### src/rtl/cdiv_arb_pkg.sv
// Shared types and constants for the complex-divider arbiter.
package cdiv_arb_pkg;

   localparam int NUM_REQ_MAX = 8;
   localparam int STATUS_W    = 5;
   localparam int OPERAND_W   = 4 * 64;
   localparam int RESULT_W    = 2 * 64;

   // {b2, a2, b1, a1} and {b, a}, IEEE doubles
   typedef logic [3:0][63:0] operand_t;
   typedef logic [1:0][63:0] result_t;

   typedef logic [$clog2(NUM_REQ_MAX)-1:0] req_id_t;

endpackage

### src/rtl/cdiv_id_fifo.sv
// In-order FIFO of requester IDs for divisions in flight.
// DEPTH must be a power of two so the pointers wrap naturally.
module cdiv_id_fifo #(
   parameter int DEPTH = 4,
   parameter int WIDTH = 3
) (
   input  logic             clk_i,
   input  logic             rst_ni,
   input  logic             clear_i,
   input  logic             push_i,
   input  logic [WIDTH-1:0] data_i,
   input  logic             pop_i,
   output logic [WIDTH-1:0] data_o,
   output logic             full_o,
   output logic             empty_o
);

   localparam int AW = $clog2(DEPTH);

   logic [WIDTH-1:0] mem_q [DEPTH];
   logic [AW-1:0]    wr_ptr_q;
   logic [AW-1:0]    rd_ptr_q;
   logic [AW:0]      cnt_q;
   logic             push_ok;
   logic             pop_ok;

   assign full_o  = (cnt_q == (AW+1)'(DEPTH));
   assign empty_o = (cnt_q == '0);
   assign push_ok = push_i & ~full_o;
   assign pop_ok  = pop_i & ~empty_o;
   assign data_o  = mem_q[rd_ptr_q];

   // Pointer and occupancy update; clear wins over push/pop
   always_ff @(posedge clk_i or negedge rst_ni) begin
      if (!rst_ni) begin
         wr_ptr_q <= '0;
         rd_ptr_q <= '0;
         cnt_q    <= '0;
      end else if (clear_i) begin
         wr_ptr_q <= '0;
         rd_ptr_q <= '0;
         cnt_q    <= '0;
      end else begin
         if (push_ok) wr_ptr_q <= wr_ptr_q + 1'b1;
         if (pop_ok)  rd_ptr_q <= rd_ptr_q + 1'b1;
         case ({push_ok, pop_ok})
            2'b10:   cnt_q <= cnt_q + 1'b1;
            2'b01:   cnt_q <= cnt_q - 1'b1;
            default: cnt_q <= cnt_q;
         endcase
      end
   end

   // Storage needs no reset: entries are only read once counted valid
   always_ff @(posedge clk_i) begin
      if (push_ok) mem_q[wr_ptr_q] <= data_i;
   end

endmodule

### src/rtl/cdiv_arbiter.sv
// Round-robin arbiter sharing one complex_div between NUM_REQ requesters.
// Results are steered back to their issuer via an in-order ID FIFO.
// Optional feature macro: CDIV_ARB_STATS_EN adds per-requester accept
// counters on acc_cnt_o.
module cdiv_arbiter
   import cdiv_arb_pkg::*;
#(
   parameter int NUM_REQ         = 4,
   parameter int MAX_OUTSTANDING = 4
) (
   input  logic                           clk_i,
   input  logic                           rst_ni,
   input  logic [NUM_REQ*OPERAND_W-1:0]   req_operands_i,
   input  logic [NUM_REQ-1:0]             req_valid_i,
   output logic [NUM_REQ-1:0]             req_ready_o,
   output logic [RESULT_W-1:0]            rsp_result_o,
   output logic [STATUS_W-1:0]            rsp_status_o,
   output logic [NUM_REQ-1:0]             rsp_valid_o,
   input  logic [NUM_REQ-1:0]             rsp_ready_i,
   output logic [OPERAND_W-1:0]           div_operands_o,
   output logic                           div_in_valid_o,
   input  logic                           div_in_ready_i,
   input  logic [RESULT_W-1:0]            div_result_i,
   input  logic [STATUS_W-1:0]            div_status_i,
   input  logic                           div_out_valid_i,
   output logic                           div_out_ready_o,
   input  logic                           div_busy_i,
   input  logic                           flush_i,
   output logic                           div_flush_o,
   output logic                           busy_o,
   output logic                           err_o
`ifdef CDIV_ARB_STATS_EN
   ,
   output logic [NUM_REQ*32-1:0]          acc_cnt_o
`endif
);

   req_id_t  rr_q;
   req_id_t  hold_id_q;
   logic     hold_q;
   logic     err_q;
   req_id_t  grant;
   req_id_t  head_id;
   logic     fifo_full;
   logic     fifo_empty;
   logic     issue;
   logic     accept;
   logic     pop;
   logic     orphan;
   operand_t sel_ops;

   // First valid requester at or after ptr, wrapping around
   function automatic req_id_t rr_pick(req_id_t ptr, logic [NUM_REQ-1:0] valid);
      req_id_t pick;
      logic    found;
      pick  = ptr;
      found = 1'b0;
      for (int j = 0; j < NUM_REQ; j++) begin
         if (!found && valid[j] && (j >= int'(ptr))) begin
            pick  = req_id_t'(j);
            found = 1'b1;
         end
      end
      for (int j = 0; j < NUM_REQ; j++) begin
         if (!found && valid[j]) begin
            pick  = req_id_t'(j);
            found = 1'b1;
         end
      end
      return pick;
   endfunction

   assign grant          = hold_q ? hold_id_q : rr_pick(rr_q, req_valid_i);
   assign issue          = (|req_valid_i) & ~fifo_full & ~flush_i;
   assign accept         = issue & div_in_ready_i;
   assign div_in_valid_o = issue;
   assign div_operands_o = sel_ops;
   assign div_flush_o    = flush_i;
   assign rsp_result_o   = div_result_i;
   assign rsp_status_o   = div_status_i;
   assign busy_o         = ~fifo_empty | hold_q | div_busy_i;
   assign err_o          = err_q;

   // Operand mux and one-hot accept strobe for the granted requester
   always_comb begin
      sel_ops     = '0;
      req_ready_o = '0;
      for (int i = 0; i < NUM_REQ; i++) begin
         if (grant == req_id_t'(i)) begin
            if (issue) sel_ops = req_operands_i[i*OPERAND_W +: OPERAND_W];
            req_ready_o[i] = accept;
         end
      end
   end

   // Result steering: head of the ID FIFO owns the divider output
   always_comb begin
      rsp_valid_o     = '0;
      div_out_ready_o = 1'b0;
      pop             = 1'b0;
      orphan          = 1'b0;
      if (flush_i) begin
         div_out_ready_o = 1'b1;
      end else if (!fifo_empty) begin
         for (int i = 0; i < NUM_REQ; i++) begin
            if (head_id == req_id_t'(i)) begin
               rsp_valid_o[i]  = div_out_valid_i;
               div_out_ready_o = rsp_ready_i[i];
            end
         end
         pop = div_out_valid_i & div_out_ready_o;
      end else begin
         // nobody owns this result: sink it and flag the error
         div_out_ready_o = div_out_valid_i;
         orphan          = div_out_valid_i;
      end
   end

   // Round-robin pointer, grant hold while the divider stalls, sticky error
   always_ff @(posedge clk_i or negedge rst_ni) begin
      if (!rst_ni) begin
         rr_q      <= '0;
         hold_q    <= 1'b0;
         hold_id_q <= '0;
         err_q     <= 1'b0;
      end else begin
         if (accept) begin
            if (grant == req_id_t'(NUM_REQ-1)) rr_q <= '0;
            else                               rr_q <= grant + 1'b1;
         end
         if (flush_i || accept) begin
            hold_q <= 1'b0;
         end else if (issue) begin
            hold_q    <= 1'b1;
            hold_id_q <= grant;
         end
         if (orphan) err_q <= 1'b1;
      end
   end

   cdiv_id_fifo #(
      .DEPTH (MAX_OUTSTANDING),
      .WIDTH ($bits(req_id_t))
   ) u_id_fifo (
      .clk_i   (clk_i),
      .rst_ni  (rst_ni),
      .clear_i (flush_i),
      .push_i  (accept),
      .data_i  (grant),
      .pop_i   (pop),
      .data_o  (head_id),
      .full_o  (fifo_full),
      .empty_o (fifo_empty)
   );

`ifdef CDIV_ARB_STATS_EN
   logic [NUM_REQ-1:0][31:0] acc_cnt_q;

   // Saturating per-requester accept counters, untouched by flush
   always_ff @(posedge clk_i or negedge rst_ni) begin
      if (!rst_ni) begin
         acc_cnt_q <= '0;
      end else begin
         for (int i = 0; i < NUM_REQ; i++) begin
            if (req_ready_o[i] && (acc_cnt_q[i] != '1)) acc_cnt_q[i] <= acc_cnt_q[i] + 1'b1;
         end
      end
   end

   assign acc_cnt_o = acc_cnt_q;
`else
   // statistics disabled: no counters, no acc_cnt_o port
`endif

endmodule

### config.mk
export PLATFORM = sky130hd
export DESIGN_NAME = cdiv_arbiter
export DESIGN_NICKNAME = d
export VERILOG_FILES = /design/src/rtl/cdiv_arb_pkg.sv /design/src/rtl/cdiv_id_fifo.sv /design/src/rtl/cdiv_arbiter.sv
export SDC_FILE = /design/constraint.sdc
export NUM_CORES = 1
export LEC_CHECK = 0
export ABC_AREA = 1
export CORE_AREA = 5 5 608 610
export DETAILED_ROUTE_END_ITERATION = 6
export DIE_AREA = 0 0 613 615
export RECOVER_POWER = 100
export SYNTH_ARGS = -nofsm -noshare
export SYNTH_HDL_FRONTEND = slang
export SYNTH_SLANG_ARGS = --single-unit
### constraint.sdc
create_clock -name clk_i -period 3.3 [get_ports clk_i]
set_clock_uncertainty 0.1 [all_clocks]
set_input_delay 0.66 -clock clk_i [delete_from_list [all_inputs] [get_ports clk_i]]
set_output_delay 0.66 -clock clk_i [all_outputs]
set_load 0.02 [all_outputs]
==> impl_metrics.ini, run 1 <==
[status]
status = finished, violations left
violations = negative setup slack

[grt]
grt_antenna_before_repair = 413
track_usage_pct = 17.49
met2_usage_pct = 31.42
grt_pass1_wl_um = 406900
grt_overflow = 0
use_met3_pct = 11.99
grt_use_met1_pct = 15.26
busiest_layer = met2
grt_max_degree = 63
grt_pass1_vias = 27860

[synth]
yosysWarnings = 0
syn_area_per_cell_sq_um = 4.537
synth_common_cells = nand2_1 (1,340), inv_1 (796), nor2_1 (280), nand3_1 (273), o21ai_0 (267)
synth_flop_cell = dfrtp_1
yosysSeqAreaShare_pct = 4.380
synth_area_sq_mm = 0.01680
yosysUniqueCellTypes = 30
synthTopCellsByArea = nand2_1 (30%), inv_1 (18%), nand4_1 (9.8%), nand3_1 (8.1%), o21ai_0 (8.0%)
yosysTopAreaCellShare_pct = 29.95
synth-seq-cells = 27
synth_nets = 4882
synthArstFlopShare_pct = 55.56
synth-edff-count = 12
synth_most_common_cell = nand2_1
syn_inst = 3702
synth_top_area_cell = nand2_1

[clocking]
clockBufferDepth = 2
tritoncts.num_buffers = 3
ctsRootBufferMaster = clkbuf_16
cts_tree = done
cts_sinks = 27
clk_pin_slew_ns = 0.08
holdBufCountCts = 0
clkLatencyLatePin_ns = 0.27
h-tree-depth = 1

[timing]
rsz0062_at_grt = yes
max_slew_margin_pct = 40.52
setup_tns_ns = -195.89
final.period_utilization_pct = 127.1
drv_slew = 0
max_freq_mhz = 238.3
setup_viol = 261
timing.final.hold_violations = 0
finalCriticalPeriod_ns = 4.196
worst_slew_pin_slew_ns = 0.8893
fin_ws_ns = -0.8956

[critical_path]
worstSetupStartpointType = primary input
endpoint_kind = primary output
cp.required_ns = 2.54
worstPathArrival_ns = 3.44
worstSetupPathType = in2out
cp_max_fo = 15

[die]
coreArea_sq_mm = 0.3639
die_h_um = 615
ios = 1573
die_w_um = 613
die_area_sq_mm = 0.3770
start_util_pct = 4.616
placement_rows = 222

[place]
portBuffers = 1306
dpl.hpwl_um = 319300
gp_congestion = 0.9445
placed_area_sq_mm = 0.03824

[detailed_routing]
drt_drc_violations_left = 0
vias_per_cell = 3.177
routed_wl_um = 355800
wl_per_cell_um = 35.30
drtAntennaViolNets = 0
drtIter0Drc = 3093
firstDrtPassIters = 6
vias = 32020

[final_layout]
area_delta_synth_final_pct = 154.6
drive_above_1_share_pct = 23.80
multi_input_area_sq_mm = 0.01215
final_area_sq_mm = 0.04276
regArea_sq_um = 738.2
finalNetCount = 6291
n_fill_cell = 42630

[pwr]
p_leak_nw = 19.18
power_density_mw_per_mm2 = 629.4
peakVddDrop_uv = 414.1
power_mw = 26.92

[hold_path]
hp-class = reg2reg

[run]
maxCapViolCount = 0
[critical path, cell delays in order]
cell and delay (ns):
dlygate4sd3_1 0.61, clkinv_1 0.12, nand3_4 0.11, inv_1 0.29
buf_4 0.18, nand4_4 0.11, buf_12 0.18, buf_16 0.16
buf_4 0.18, buf_12 0.15, buf_4 0.16, o21ai_0 0.09
inv_1 0.07, nand2_1 0.08, nand2_2 0.07, buf_4 0.16
[where the power goes]
| part | total [mW] | switching (mW) | internal (mW) |
|---|---|---|---|
| Clock | 0.308 | 0.140 | 0.169 |
| Combinational | 26.1 | 14.9 | 11.3 |
| Sequential | 0.470 | 0.0471 | 0.422 |
| Total | 26.9 | 15.1 | 11.9 |
[logic make-up after synthesis]
| group | share of synthesized area, % |
|---|---|
| buffers and inverters | 31.64 |
| AOI/OAI and AO/OA | 8.299 |
| DFF | 4.380 |
| adders and majority gates | 0.7152 |
| xor gates and xnor gates | 0.05215 |
| and+or+nand+nor | 54.92 |
[registers in the layout, summed over array words and instances, names as in the netlist]
register and flops:
u_id_fifo.wr_ptr_q 2, err_o 1, hold_id_q 3, rr_q 3, u_id_fifo.rd_ptr_q 2, u_id_fifo.mem_q 12, hold_q 1, u_id_fifo.cnt_q 3
[per-stage QoR]
stage               utilization [%]  worst slack (ns)  hold slack [ns]  instances
floorplan                         -          -0.08496           0.2644       3702
global placement              10.51            -1.955           0.3586       9748
detailed placement            10.51            -1.914           0.3659       9748
CTS                           10.97           -0.8800           0.3841       9820
global route                  11.71           -0.9796           0.4421      10020
finish                        11.75           -0.8956           0.3729      10080
[area by class of cell]
class / count / area share (%)
clock inverters: 1 / 0.02048
flip-flops and latches: 27 / 1.726
diodes: 153 / 0.8953
inverters: 801 / 7.133
clock buffers: 3 / 0.1755
multi-input cells: 2458 / 28.42
well taps: 4816 / 14.09
repair buffers: 1820 / 47.54
[path summary, 6_finish.rpt]
check	cells past startpoint	start	to	slack [ns]
max	16	flush_i	div_operands_o[149]	-0.90
min	1	err_o	err_o	0.37
min reg2reg	1	err_o	err_o	0.37
max in group asynchronous	1	rst_ni	rr_q[1]	1.64
min in group asynchronous	1	rst_ni	u_id_fifo.wr_ptr_q[1]	0.85
max reg2reg	17	u_id_fifo.cnt_q[1]	u_id_fifo.cnt_q[2]	0.25
[repair_timing]
| action | 4_1_cts | 5_1_grt |
|---|---|---|
| gates cloned | 17 | 35 |
| pin swaps | 25 | 83 |
| gates resized for setup | 516 | 570 |
| hold endpoints to repair | 0 | 0 |
| endpoints found under the setup margin | 278 | 263 |
| buffers inserted | 54 | 81 |
[cells in the final DEF (no fill, tap or decap), drive strengths merged]
cell | Yosys | final
nand4 | 264 | 264
fa | 1 | 1
clkdlybuf4s50 | 0 | 1035
inv | 799 | 798
buf | 274 | 701
a21oi | 3 | 3
clkdlybuf4s15 | 0 | 22
xnor2 | 1 | 1
nand3b | 2 | 2
o211ai | 1 | 1
diode | 0 | 153
nand3 | 277 | 277
nor2 | 282 | 282
a21o | 1 | 1
o21ai | 268 | 268
nor3 | 5 | 5
dlygate4sd2 | 0 | 5
bufbuf | 0 | 3
clkinv | 2 | 4
ha | 8 | 8
a31oi | 3 | 3
edfxtp | 12 | 12
dfrtp | 15 | 15
nand2 | 1342 | 1342
clkbuf | 142 | 54
dlygate4sd3 | 0 | 3
[layer usage]
metal  share of wire (%)  vias to the layer above
met2                  49                     2506
met5                0.43                        -
met1                  29                    14320
met4                 5.3                      216
met3                  16                      916
li1                    -                    14070
Power figures use the tool's default switching activity.
==> inputs of run 2 (changes only) <==
--- a/config.mk
+++ b/config.mk
@@ -10,6 +10,7 @@
 export DETAILED_ROUTE_END_ITERATION = 6
 export DIE_AREA = 0 0 613 615
 export RECOVER_POWER = 100
+export REMOVE_ABC_BUFFERS = 1
 export SYNTH_ARGS = -nofsm -noshare
 export SYNTH_HDL_FRONTEND = slang
 export SYNTH_SLANG_ARGS = --single-unit
==> run 2 against run 1 <==
The run still ends with negative setup slack left; final cell count grew 0.60%; clock power is 5% lower; highest routed layer unchanged; total power increased by 5.6%; register-to-register slack improved by 0.31 ns; flip-flop and latch count is the same; largest power group unchanged; design area is 3.1% higher.
==> impl_metrics.ini, run 2 (synthesis gave the netlist of run 1 again) <==
[clocking]
tritoncts.num_buffers = 3
clockBufferDepth = 2
h-tree-depth = 1
cts_sinks = 27
cts_tree = done
ctsRootBufferMaster = clkbuf_16
clkLatencyLatePin_ns = 0.27
holdBufCountCts = 0
clk_pin_slew_ns = 0.07

[die]
die_w_um = 613
placement_rows = 222
ios = 1573
start_util_pct = 4.616
die_area_sq_mm = 0.3770
die_h_um = 615
coreArea_sq_mm = 0.3639

[critical_path]
worstSetupPathType = reg2out
endpoint_kind = primary output
reg2reg_slack_ns = 0.56
rr_startpoint = u_id_fifo.rd_ptr_q[0]
r2r_cells = 15
critPathCapture = div_operands_o[116]
critPathLaunch = rr_q[2]
rr_endpoint = u_id_fifo.cnt_q[2]
cp.required_ns = 2.54
worstPathArrival_ns = 3.52
worstSetupStartpointType = flop
cp_max_fo = 6

[status]
violations = negative setup slack
status = finished, violations left

[timing]
max_slew_margin_pct = 26.53
finalHoldWorstSlack_ns = 0.3682
setup_tns_ns = -210.21
fin_ws_ns = -0.9813
worst_slew_pin_slew_ns = 1.102
timing.final.hold_violations = 0
setup_viol = 260
finalCriticalPeriod_ns = 4.281
drv_slew = 0
rsz0062_at_grt = yes
max_freq_mhz = 233.6
final.period_utilization_pct = 129.7

[place]
gp_congestion = 1.007
dp_cells = 9758
dpl.hpwl_um = 343600
pre_cts_slack_ns = -1.827
portBuffers = 1306

[grt]
grt_pass1_wl_um = 452800
track_usage_pct = 19.67
grt_overflow = 0
grt_antenna_before_repair = 429
grt_pass1_vias = 29550
grt_max_degree = 45

[run]
maxCapViolCount = 0

[final_layout]
area_delta_synth_final_pct = 162.6
finalNonFillerCells = 10140
most-common-layout-cells = nand2_1 (1,140), clkdlybuf4s50_1 (1,036), inv_1 (770), buf_4 (343), nor2_1 (277)
finalNetCount = 6312
final_util_pct = 12.12
layout_commonest_cell = nand2_1
regMostFlops = u_id_fifo.mem_q
largest_reg_flops = 12
drive_above_1_share_pct = 22.71
n_fill_cell = 42610

[detailed_routing]
routed_wl_um = 393700
drt_drc_violations_left = 0
drtAntennaViolNets = 0
drtIter0Drc = 3955
firstDrtPassIters = 6
vias_per_cell = 3.401
wl_per_cell_um = 38.83
vias = 34480

[hold_path]
hp-class = reg2reg

[pwr]
p_leak_nw = 19.88
peakVddDrop_uv = 252.7
power_density_mw_per_mm2 = 644.8
run 2: changes by cell type in the layout (fill, tap and decap cells not counted), moves of 19 or more:
cell / change
o21ai_2: +41
clkdlybuf4s15_2: -19
nand2_1: +104
clkbuf_2: -20
o21ai_0: -63
diode_2: +39
inv_2: -23
nand2_2: -115
clkbuf_16: -20
buf_12: +69
inv_1: +26
buf_16: +25
run 2: worst min path at each step:
stage,to,depth (start not counted),slack [ns],from
after CTS,err_o,1,0.38,err_o
after global routing,err_o,1,0.38,err_o
after detailed placement,err_o,1,0.36,err_o
after global placement,err_o,1,0.36,err_o
after floorplan,err_o,0,0.26,rst_ni
final,err_o,1,0.37,err_o
run 2: final cells by class:
type / count / area (sq um) / share of cell area, %
diodes: 192 / 480.5 / 1.089
well taps: 4816 / 6026 / 13.66
inverters: 801 / 3030 / 6.872
clock buffers: 3 / 75.07 / 0.1702
repair inverters: 1 / 8.758 / 0.01986
flip-flops and latches: 27 / 735.7 / 1.668
repair buffers: 1840 / 21460 / 48.66
clock inverters: 1 / 5.005 / 0.01135
multi-input cells: 2458 / 12280 / 27.85
run 2: per-layer routing:
metal	vias to the layer above	global-route usage [%]	wire length, um
met2	2981	29.13	163900
met4	284	6.072	16020
li1	14180	-	-
met1	16120	19.71	134400
met3	915	17.05	73370
met5	-	8.008	6034
run 2: power by group:
part | switching [mW] | total (mW) | leakage [nW] | internal, mW
Sequential | 0.0341 | 0.455 | 0.301 | 0.421
Combinational | 15.5 | 27.7 | 19.5 | 12.2
Clock | 0.130 | 0.294 | 0.0421 | 0.164
Total | 15.6 | 28.4 | 19.9 | 12.8
run 2: metrics by stage:
stage | area, sq um | power, mW
2_1_floorplan | 14490 | 8.572
3_3_place_gp | 38610 | 23.38
3_5_place_dp | 38610 | 23.28
4_1_cts | 42830 | 27.65
5_1_grt | 43940 | 29.57
6_report | 44100 | 28.44
run 2: worst max-delay path: stages, from the launching register on:
cell     delay, ns
dfrtp_1       0.40
buf_6         0.13
buf_4         0.13
o21ai_4       0.17
nor2_4        0.07
nand2_1       0.06
nand2_1       0.07
o21ai_2       0.19
o21ai_2       0.09
buf_4         0.14
inv_4         0.07
ha_4          0.25
buf_12        0.19
buf_16        0.14
buf_6         0.10
nand4_1       0.36
nand2_1       0.19
inv_1         0.06
nand2_1       0.06
nand2_1       0.06
nand2_2       0.13
buf_12        0.13
run 2: timing repair:
item	CTS	global route
pin swaps	112	35
setup buffers	121	23
gates resized for setup	1055	190
endpoints found under the setup margin	261	261
cloned	44	10
